### src/rtl/raizing_extratext_writer.sv
// CPU-side writer/responder for the extra-text layer memories (text VRAM,
// line-select RAM, line-scroll RAM). Turns 68k word accesses into byte-enabled
// writes or read-backs on each RAM's CPU port, answers with DTACK, and zeroes
// all three RAMs after reset before serving the CPU.
//
// Ports:
//   CLK, RESET_N            clock / async active-low reset
//   CPU_CS, CPU_RNW         chip select (held for the bus cycle), 1 = read
//   CPU_ADDR[12:0]          word address inside the text region
//   CPU_UDS_N, CPU_LDS_N    byte strobes, active low
//   CPU_DIN, CPU_DOUT       CPU write data / read data
//   CPU_DTACK_N             data acknowledge, active low
//   TVRAM_ADDR/WE/Q         text VRAM port (4096 words)
//   SEL_ADDR/WE/Q           line-select RAM port (256 words)
//   SCR_ADDR/WE/Q           line-scroll RAM port (256 words)
//   RAM_WDATA               write data shared by all three RAMs
//   CLEAR_BUSY              high while the post-reset clear sweep runs
module raizing_extratext_writer #(
  parameter int unsigned RD_LAT         = 2,
  parameter bit          CLEAR_ON_RESET = 1'b1
) (
  input  logic        CLK,
  input  logic        RESET_N,
  input  logic        CPU_CS,
  input  logic        CPU_RNW,
  input  logic [12:0] CPU_ADDR,
  input  logic        CPU_UDS_N,
  input  logic        CPU_LDS_N,
  input  logic [15:0] CPU_DIN,
  output logic [15:0] CPU_DOUT,
  output logic        CPU_DTACK_N,
  output logic [11:0] TVRAM_ADDR,
  output logic [1:0]  TVRAM_WE,
  input  logic [15:0] TVRAM_Q,
  output logic [7:0]  SEL_ADDR,
  output logic [1:0]  SEL_WE,
  input  logic [15:0] SEL_Q,
  output logic [7:0]  SCR_ADDR,
  output logic [1:0]  SCR_WE,
  input  logic [15:0] SCR_Q,
  output logic [15:0] RAM_WDATA,
  output logic        CLEAR_BUSY
);

  localparam logic [12:0] CLR_LAST = 13'h11FF;
  localparam logic [1:0]  RD_WAIT  = 2'(RD_LAT);

  typedef enum logic [2:0] {S_CLEAR, S_IDLE, S_WRITE, S_READ, S_ACK} state_t;
  typedef enum logic [1:0] {T_TV, T_SEL, T_SCR, T_NONE} tgt_t;

  // Region decode of a word address
  function automatic tgt_t decode(input logic [12:0] a);
    if (!a[12])                 return T_TV;
    else if (a[11:8] == 4'h0)   return T_SEL;
    else if (a[11:8] == 4'h1)   return T_SCR;
    else                        return T_NONE;
  endfunction

  state_t      state, state_nxt;
  logic [12:0] clr_cnt, clr_nxt;
  logic [1:0]  rd_cnt, rd_nxt;
  logic [12:0] lat_addr, addr_nxt;
  logic [1:0]  lat_be, be_nxt;
  logic [15:0] lat_din, din_nxt;
  logic [11:0] tv_addr_nxt;
  logic [7:0]  sel_addr_nxt, scr_addr_nxt;
  logic [1:0]  tv_we_nxt, sel_we_nxt, scr_we_nxt;
  logic [15:0] wdata_nxt, dout_nxt;
  logic        dtack_nxt, busy_nxt;

  // State, latches and all outputs are registered
  always_ff @(posedge CLK or negedge RESET_N) begin
    if (!RESET_N) begin
      state       <= CLEAR_ON_RESET ? S_CLEAR : S_IDLE;
      clr_cnt     <= '0;
      rd_cnt      <= '0;
      lat_addr    <= '0;
      lat_be      <= '0;
      lat_din     <= '0;
      TVRAM_ADDR  <= '0;
      SEL_ADDR    <= '0;
      SCR_ADDR    <= '0;
      TVRAM_WE    <= '0;
      SEL_WE      <= '0;
      SCR_WE      <= '0;
      RAM_WDATA   <= '0;
      CPU_DOUT    <= '0;
      CPU_DTACK_N <= 1'b1;
      CLEAR_BUSY  <= CLEAR_ON_RESET;
    end else begin
      state       <= state_nxt;
      clr_cnt     <= clr_nxt;
      rd_cnt      <= rd_nxt;
      lat_addr    <= addr_nxt;
      lat_be      <= be_nxt;
      lat_din     <= din_nxt;
      TVRAM_ADDR  <= tv_addr_nxt;
      SEL_ADDR    <= sel_addr_nxt;
      SCR_ADDR    <= scr_addr_nxt;
      TVRAM_WE    <= tv_we_nxt;
      SEL_WE      <= sel_we_nxt;
      SCR_WE      <= scr_we_nxt;
      RAM_WDATA   <= wdata_nxt;
      CPU_DOUT    <= dout_nxt;
      CPU_DTACK_N <= dtack_nxt;
      CLEAR_BUSY  <= busy_nxt;
    end
  end

  // Next-state and next-output logic
  always_comb begin
    state_nxt    = state;
    clr_nxt      = clr_cnt;
    rd_nxt       = rd_cnt;
    addr_nxt     = lat_addr;
    be_nxt       = lat_be;
    din_nxt      = lat_din;
    tv_addr_nxt  = TVRAM_ADDR;
    sel_addr_nxt = SEL_ADDR;
    scr_addr_nxt = SCR_ADDR;
    tv_we_nxt    = '0;
    sel_we_nxt   = '0;
    scr_we_nxt   = '0;
    wdata_nxt    = RAM_WDATA;
    dout_nxt     = CPU_DOUT;
    dtack_nxt    = 1'b1;
    busy_nxt     = 1'b0;

    unique case (state)
      S_CLEAR: begin
        // One zero word per cycle across TVRAM, SEL, SCR in address order
        busy_nxt  = 1'b1;
        wdata_nxt = '0;
        unique case (decode(clr_cnt))
          T_TV:    begin tv_we_nxt  = 2'b11; tv_addr_nxt  = clr_cnt[11:0]; end
          T_SEL:   begin sel_we_nxt = 2'b11; sel_addr_nxt = clr_cnt[7:0];  end
          T_SCR:   begin scr_we_nxt = 2'b11; scr_addr_nxt = clr_cnt[7:0];  end
          default: ;
        endcase
        if (clr_cnt == CLR_LAST) begin
          clr_nxt   = '0;
          state_nxt = S_IDLE;
        end else begin
          clr_nxt = clr_cnt + 13'd1;
        end
      end

      S_IDLE: begin
        if (CPU_CS && !(CPU_UDS_N && CPU_LDS_N)) begin
          addr_nxt  = CPU_ADDR;
          be_nxt    = {~CPU_UDS_N, ~CPU_LDS_N};
          din_nxt   = CPU_DIN;
          rd_nxt    = '0;
          state_nxt = CPU_RNW ? S_READ : S_WRITE;
        end
      end

      S_WRITE: begin
        wdata_nxt = lat_din;
        unique case (decode(lat_addr))
          T_TV:    begin tv_we_nxt  = lat_be; tv_addr_nxt  = lat_addr[11:0]; end
          T_SEL:   begin sel_we_nxt = lat_be; sel_addr_nxt = lat_addr[7:0];  end
          T_SCR:   begin scr_we_nxt = lat_be; scr_addr_nxt = lat_addr[7:0];  end
          default: ;
        endcase
        // An access abandoned by the CPU completes silently
        dtack_nxt = ~CPU_CS;
        state_nxt = S_ACK;
      end

      S_READ: begin
        unique case (decode(lat_addr))
          T_TV:    tv_addr_nxt  = lat_addr[11:0];
          T_SEL:   sel_addr_nxt = lat_addr[7:0];
          T_SCR:   scr_addr_nxt = lat_addr[7:0];
          default: ;
        endcase
        // Address is on the RAM port from the first READ edge; Q is valid RD_LAT cycles later
        if (rd_cnt == RD_WAIT) begin
          unique case (decode(lat_addr))
            T_TV:    dout_nxt = TVRAM_Q;
            T_SEL:   dout_nxt = SEL_Q;
            T_SCR:   dout_nxt = SCR_Q;
            default: dout_nxt = 16'hFFFF;
          endcase
          dtack_nxt = ~CPU_CS;
          state_nxt = S_ACK;
        end else begin
          rd_nxt = rd_cnt + 2'd1;
        end
      end

      S_ACK: begin
        // Hold DTACK until CS drops so a long CS gives only one access
        if (CPU_CS) dtack_nxt = 1'b0;
        else        state_nxt = S_IDLE;
      end

      default: state_nxt = S_IDLE;
    endcase
  end

endmodule

### config.mk
export PLATFORM = sky130hd
export DESIGN_NAME = raizing_extratext_writer
export DESIGN_NICKNAME = d
export VERILOG_FILES = /design/src/rtl/raizing_extratext_writer.sv
export SDC_FILE = /design/constraint.sdc
export NUM_CORES = 1
export LEC_CHECK = 0
export BUFFER_PORTS_ARGS = -buffer_cell sky130_fd_sc_hd__buf_2
export CORE_ASPECT_RATIO = 1.1
export CORE_MARGIN = 2
export CORE_UTILIZATION = 50
export DETAILED_ROUTE_END_ITERATION = 7
export PLACE_DENSITY = 0.78
export SYNTH_ARGS = -nofsm -noshare
export SYNTH_HDL_FRONTEND = slang
export SYNTH_SLANG_ARGS = --single-unit
export TNS_END_PERCENT = 10
### constraint.sdc
create_clock -name CLK -period 2.4 [get_ports CLK]
set_input_delay 0.36 -clock CLK [delete_from_list [all_inputs] [get_ports CLK]]
set_output_delay 0.36 -clock CLK [all_outputs]
set_load 0.05 [all_outputs]
==> results of run 1 <==
[registers in the layout (all words and copies together), names as in the netlist]
signal,count
lat_be,2
CLEAR_BUSY,1
RAM_WDATA,16
lat_addr,13
SCR_ADDR,8
SCR_WE,2
lat_din,16
TVRAM_ADDR,12
TVRAM_WE,2
state,3
SEL_WE,2
clr_cnt,13
SEL_ADDR,8
CPU_DTACK_N,1
rd_cnt,2
CPU_DOUT,16
[per-layer routing]
layer / vias up / part of all wire / global-route usage
met1: 1986 / 0.41 / 0.2761
met2: 151 / 0.50 / 0.3978
met5: - / 0 / 0
met3: 28 / 0.060 / 0.06329
li1: 2020 / - / -
met4: 0 / 0.024 / 0.09369
[worst min path at each step]
stage / slack (ns) / endpoint / depth (start not counted) / from
finish: 0.06 / lat_be[1]$_DFFE_PN0P_ / 2 / CPU_UDS_N
global route: 0.06 / lat_be[0]$_DFFE_PN0P_ / 2 / CPU_LDS_N
CTS: 0.04 / lat_be[1]$_DFFE_PN0P_ / 2 / CPU_UDS_N
detailed placement: 0.36 / CPU_DOUT[13]$_DFFE_PN0P_ / 1 / RESET_N
global placement: 0.36 / CPU_DOUT[13]$_DFFE_PN0P_ / 1 / RESET_N
floorplan: 0.06 / CPU_DOUT[0]$_DFFE_PN0P_ / 0 / RESET_N
[stage by stage]
| stage | setup WS, ns | utilization | power [mW] |
|---|---|---|---|
| floorplan | 0.4535 | - | 6.321 |
| global placement | 0.3921 | 0.6061 | 7.231 |
| detailed placement | 0.3614 | 0.6061 | 7.388 |
| CTS | 0.3069 | 0.6590 | 9.636 |
| global route | 0.1661 | 0.6590 | 10.13 |
| finish | 0.2990 | 0.6590 | 9.561 |
[logic make-up after synthesis]
kind of cell               count (synthesis)
DFF                                      117
muxes                                     53
adders and majority gates                  2
and+or+nand+nor                          189
buffers and inverters                     42
xor gates and xnor gates                   7
AOI/OAI and AO/OA                         90
[power by group through the flow]
stage	clock (mW)	sequential (mW)	combinational, mW
finish	2.22	3.23	4.11
global route	2.37	3.32	4.43
CTS	2.26	3.23	4.14
detailed placement	0	3.25	4.13
global placement	0	3.21	4.02
floorplan	0	4.54	1.78
[synthesized netlist by cell type, types with 2 or more instances]
cell type and number:
dfrtp_1 115, clkbuf_1 23, xor2_1 4, nor2b_1 3, nand3_1 10, mux2_2 53
inv_1 9, or3_1 2, nand2_1 120, a21oi_1 6, a31oi_1 21, dfstp_2 2
nor2_1 30, o22a_1 3, or2_2 2, buf_1 2, o21ai_0 47, nand2b_1 2
buf_2 5, nor3_1 4, nor4_1 2, xnor2_1 3, nand4_1 4, buf_6 2
ha_1 2, nor4b_1 2
[worst max-delay path, stage by stage, from the launching register on]
cell and delay (ns):
dfrtp_1 0.47, or4b_1 0.65, nor4_2 0.52, o221ai_1 0.21, o311ai_0 0.13
[area by class of cell]
type,instances,share of cell area
repair buffers,166,0.1350
clock inverters,5,0.007606
flip-flops and latches,117,0.4453
inverters,9,0.005134
multi-input cells,341,0.3130
clock buffers,26,0.07112
well taps,120,0.02282
[timing repair]
item | CTS | global route
endpoints found under the hold margin | 31 | 0
hold buffers | 1 | 0
setup buffers | 0 | 0
==> metrics.md, run 1 <==
| Metric | Value |
|---|---|
| Final wirelength | 12.36 mm |
| Footprint of the multi-input gates | 2059 µm² |
| Async S/R FF share, synth | 1.000 |
| Post-synthesis mux area share | 0.1156 |
| Logic pwr share | 0.430 |
| DP Cell Count | 752 |
| Flop pwr share | 0.338 |
| Max-cap violations | 0 |
| Clock skew | 0.007798 ns |
| Hold Fails Final Rpt | 0 |
| Nets@finish | 737 |
| Post-synth top area cell | dfrtp_1 |
| RR Endpoint | state[0]$_DFFE_PN0P_ |
| # fillers | 785 |
| Core Box Area | 9985 µm² |
| Synth Area in Adders | 0.004845 |
| CTS buffer count | 17 |
| Clk_lat worst skew | 0.51 ns |
| Grt ovf | 0 |
| Clk slew on worst S/H paths | 0.06 ns |
| Mapped Cells | 500 |
| Worst setup endpoint | state[0]$_DFFE_PN0P_ |
| Largest cells by area after synthesis | dfrtp_1, mux2_2, nand2_1 |
| Run status | finished, final reports clean |
| Wirelength per Cell | 15.77 µm |
| Pwr dens | 1453 nW/µm² |
| Distinct cells, synth | 48 |
| Final setup viols | 0 |
| Number of DRC markers in iteration 0 | 182 |
| NetSw | 4.129 mW |
| First-pass GRT wire length | 20.13 mm |
| Cell Rows | 38 |
| Yosys reg bits | 117 |
| Hold slack | 0.05647 ns |
| Predominant post-synthesis flop cell | dfrtp_1 |
| Most frequent cells in the layout | buf_2, nand2_1, dfrtp_1 |
| Setup CP Type | reg2reg |
| Post-synthesis simple-gate area fraction | 0.1592 |
| Starting density of the core | 0.5173 |
| Final Non-Filler Cells | 784 |
| Layout cells sized above 1 | 0.3870 |
| Largest family of logic cells by synthesized area | simple AND/OR/NAND/NOR gates |
| TNS Setup | 0 ns |
| Via count | 4185 |
| Initial antenna violation count | 0 |
| Crit path DAT | 2.49 ns |
| Pin count of the biggest net entering global routing | 42 |
| Slew headroom | 0.5503 |
| Number of synthesized flops with an enable pin | 0 |
| Net Sw Frac | 0.4319 |
| Highest clock rate | 476.0 MHz |
| DRC | 0 |
| Internal power | 5.432 mW |
| CTS tree | built |
| Vias in the first global route | 4247 |
| Layout Area Growth over Synthesis | 27.40% |
| Sinks on the clock net | 117 |
| Syn Nets | 585 |
| RSZ-0062 raised after global routing | false |
| Final min period | 2.101 ns |
| Synthesized area | 5165 µm² |
| Sequential Area | 2930 µm² |
| WP data required | 2.79 ns |
| Xor and xnor area share after synthesis | 0.01187 |
| Nature of the critical path endpoint | flip-flop |
| Reg2Reg Depth | 4 |
| Yosys top cell area share | 0.5572 |
| Yosys Warn Count | 0 |
| Most common cell after layout, fill and taps aside | buf_2 |
| GRT Util Overall | 0.2332 |
| Clock share of power | 0.233 |
| Register area share after synthesis | 0.5673 |
| Critical-path maximum fanout | 9 |
| Worst-margin pin slew | 0.6732 ns |
| Cell Area, Placed | 6052 µm² |
| Routability Congestion | 0.8417 |
| Leakage power | 3.209 nW |
| Final Max Tran Viols | 0 |
| Die W | 100.9 µm |
| CP Launch Type | flip-flop |
| Gates resized, CTS repair | 0 |
| Io pins | 151 |
| Final HPWL DP | 8.868 mm |
| Synth Area in Compound Gates | 0.1063 |
| Depth of the CTS H-tree | 4 |
| Type of the tightest min-delay check | in2reg |
| Critical R2R Launch | clr_cnt[10]$_DFFE_PN0N_ |
| Worst setup path startpoint | clr_cnt[10]$_DFFE_PN0N_ |
| Die ar. | 11160 µm² |
| Initial DRT Pass Iterations | 5 |
| Clock Root Buffer | clkbuf_8 |
| Avg Vias per Cell | 5.338 |
| Final Cycle Share | 0.8754 |
| CTS Buffer Depth | 2 |
| Port bufs | 150 |
| Die height | 110.6 µm |
| Fin area | 6580 µm² |
| Final ANT Viol Nets | 0 |
| N_diodes | 0 |
| Avg Cell Area, Syn | 10.33 µm² |
| Reg2reg setup slack | 0.30 ns |
| Peak VDD IR | 0.0008861 V |
No activity file was read; power rests on OpenSTA's default activity.
==> inputs of run 2 (changes only) <==
--- a/config.mk
+++ b/config.mk
@@ -5,12 +5,12 @@
 export SDC_FILE = /design/constraint.sdc
 export NUM_CORES = 1
 export LEC_CHECK = 0
-export BUFFER_PORTS_ARGS = -buffer_cell sky130_fd_sc_hd__buf_2
+export BUFFER_PORTS_ARGS = -buffer_cell sky130_fd_sc_hd__clkbuf_2
 export CORE_ASPECT_RATIO = 1.1
 export CORE_MARGIN = 2
 export CORE_UTILIZATION = 50
 export DETAILED_ROUTE_END_ITERATION = 7
-export PLACE_DENSITY = 0.78
+export PLACE_DENSITY_LB_ADDON = 0.15
 export SYNTH_ARGS = -nofsm -noshare
 export SYNTH_HDL_FRONTEND = slang
 export SYNTH_SLANG_ARGS = --single-unit
==> metrics.md, run 2 (same netlist as run 1, synthesis figures left out) <==
| Metric | Value |
|---|---|
| Vias in the first global route | 4132 |
| TNS Setup | 0 ns |
| Hold slack | 0.06664 ns |
| Wirelength per Cell | 15.82 µm |
| Final wirelength | 12.37 mm |
| Initial DRT Pass Iterations | 4 |
| Grt ovf | 0 |
| Die ar. | 11160 µm² |
| Setup CP Type | reg2reg |
| Worst Hold Launch | CPU_UDS_N |
| Number of setup buffers added after CTS | 0 |
| Critical R2R Launch | clr_cnt[10]$_DFFE_PN0N_ |
| Gates resized, CTS repair | 0 |
| WP data required | 2.79 ns |
| Layout cells sized above 1 | 0.3897 |
| Final core utilization | 0.6657 |
| Avg Vias per Cell | 5.304 |
| Via count | 4148 |
| Max-cap violations | 0 |
| Pin count of the biggest net entering global routing | 118 |
| Hold_buf cts | 1 |
| DRC | 0 |
| CTS tree | built |
| Met3 WL | 752 µm |
| Final setup viols | 0 |
| Final Max Tran Viols | 0 |
| N_diodes | 0 |
| Starting density of the core | 0.5173 |
| Crit path DAT | 2.50 ns |
| Most frequent cells in the layout | clkbuf_2, nand2_1, dfrtp_1 |
| Nature of the critical path endpoint | flip-flop |
| Number of DRC markers in iteration 0 | 275 |
| Die height | 110.6 µm |
| Crit path cell chain | or4b_1 -> nor4_2 -> nor2_1 -> a211o_1 |
| Final worst slack | 0.2907 ns |
| Clock Root Buffer | clkbuf_8 |
| Top Registers | CPU_DOUT (16), RAM_WDATA (16), lat_din (16) |
| CTS buffer count | 17 |
| Most common cell after layout, fill and taps aside | clkbuf_2 |
| Met2 WL | 6.110 mm |
| Port bufs | 150 |
| Final HPWL DP | 8.355 mm |
| First-pass GRT wire length | 20.12 mm |
| Critical-path maximum fanout | 9 |
| Io pins | 151 |
| Highest clock rate | 474.1 MHz |
| Leakage power | 3.235 nW |
| Type of the tightest min-delay check | in2reg |
| Initial antenna violation count | 0 |
| Routability Congestion | 0.7924 |
| CP Launch Type | flip-flop |
| Fin area | 6646 µm² |
| Worst-margin pin slew | 0.6715 ns |
| Clk_lat worst skew | 0.51 ns |
| Peak VDD IR | 0.001122 V |
| Die W | 100.9 µm |
| CP max-delay cell | or4b_1 |
| Clk slew on worst S/H paths | 0.05 ns |
| Pwr dens | 1490 nW/µm² |
| Clock skew | 0.007096 ns |
| Post-place setup slack | 0.3616 ns |
| Critical Path Max Stage Delay | 0.63 ns |
| # fillers | 790 |
| Metal-1 WL | 5.371 mm |
| Core Box Area | 9985 µm² |
| Run status | finished, final reports clean |
| CTS Buffer Depth | 2 |
| Depth of the CTS H-tree | 4 |
| Sinks on the clock net | 117 |
| Cell Rows | 38 |
| Final ANT Viol Nets | 0 |
| Slew headroom | 0.5523 |
| GRT Util Overall | 0.2319 |
| Top Metal Used | met4 |
| Final Cycle Share | 0.8789 |
| RSZ-0062 raised after global routing | false |
| Worst setup path startpoint | clr_cnt[10]$_DFFE_PN0N_ |
| Layout Area Growth over Synthesis | 28.68% |
| Final min period | 2.109 ns |
| Nets@finish | 734 |
| Hold Fails Final Rpt | 0 |
| Cell Area, Placed | 6030 µm² |
## run 2: changes by cell type in the layout (fill, tap and decap cells not counted), sizes merged
cell,change
clkbuf,+146
clkinvlp,+2
bufinv,+3
clkinv,-1
buf,-152
## run 2: final cells by class
| type | instances | area, µm² | share of cell area |
|---|---|---|---|
| flip-flops and latches | 117 | 2930 | 0.4409 |
| inverters | 9 | 33.78 | 0.005083 |
| repair buffers | 163 | 865.8 | 0.1303 |
| clock buffers | 23 | 456.7 | 0.06871 |
| well taps | 120 | 150.1 | 0.02259 |
| multi-input cells | 341 | 2059 | 0.3099 |
| clock inverters | 9 | 150.1 | 0.02259 |
## run 2: metal layers
layer | global-route usage | up-vias
li1 | - | 2005
met1 | 0.2946 | 1997
met2 | 0.3853 | 132
met3 | 0.06266 | 14
met4 | 0.07117 | 0
met5 | 0 | -
## run 2: path summary, 6_finish.rpt
kind                                              end  slack, ns  cells after the start
max                            clr_cnt[7]$_DFFE_PN0N_       0.29                      4
min                             lat_be[1]$_DFFE_PN0P_       0.07                      2
max reg2reg                    clr_cnt[7]$_DFFE_PN0N_       0.29                      4
min reg2reg                 RAM_WDATA[14]$_DFFE_PN0P_       0.49                      2
max in group asynchronous     SCR_ADDR[4]$_DFFE_PN0P_       1.44                      3
min in group asynchronous  TVRAM_ADDR[10]$_DFFE_PN0P_       0.46                      3
## run 2: metrics by stage
step                      total power [mW]  std cells
after CTS                            9.984        782
after floorplan                      6.321        500
after global routing                 10.47        782
after detailed placement             7.352        749
after global placement               7.234        749
final                                9.902        782
## run 2: critical path, delay by kind of cell (launching register included)
kind	cells	cell delay, ns
and+or+nand+nor	3	1.28
AOI/OAI and AO/OA	1	0.25
DFF	1	0.46
## run 2: power by group
part | switching (mW) | internal [mW] | leakage (nW) | total, mW
clock | 0.841 | 1.73 | 0.292 | 2.58
combinational | 2.83 | 1.25 | 1.50 | 4.08
sequential | 0.504 | 2.74 | 1.44 | 3.25
total | 4.17 | 5.73 | 3.24 | 9.90
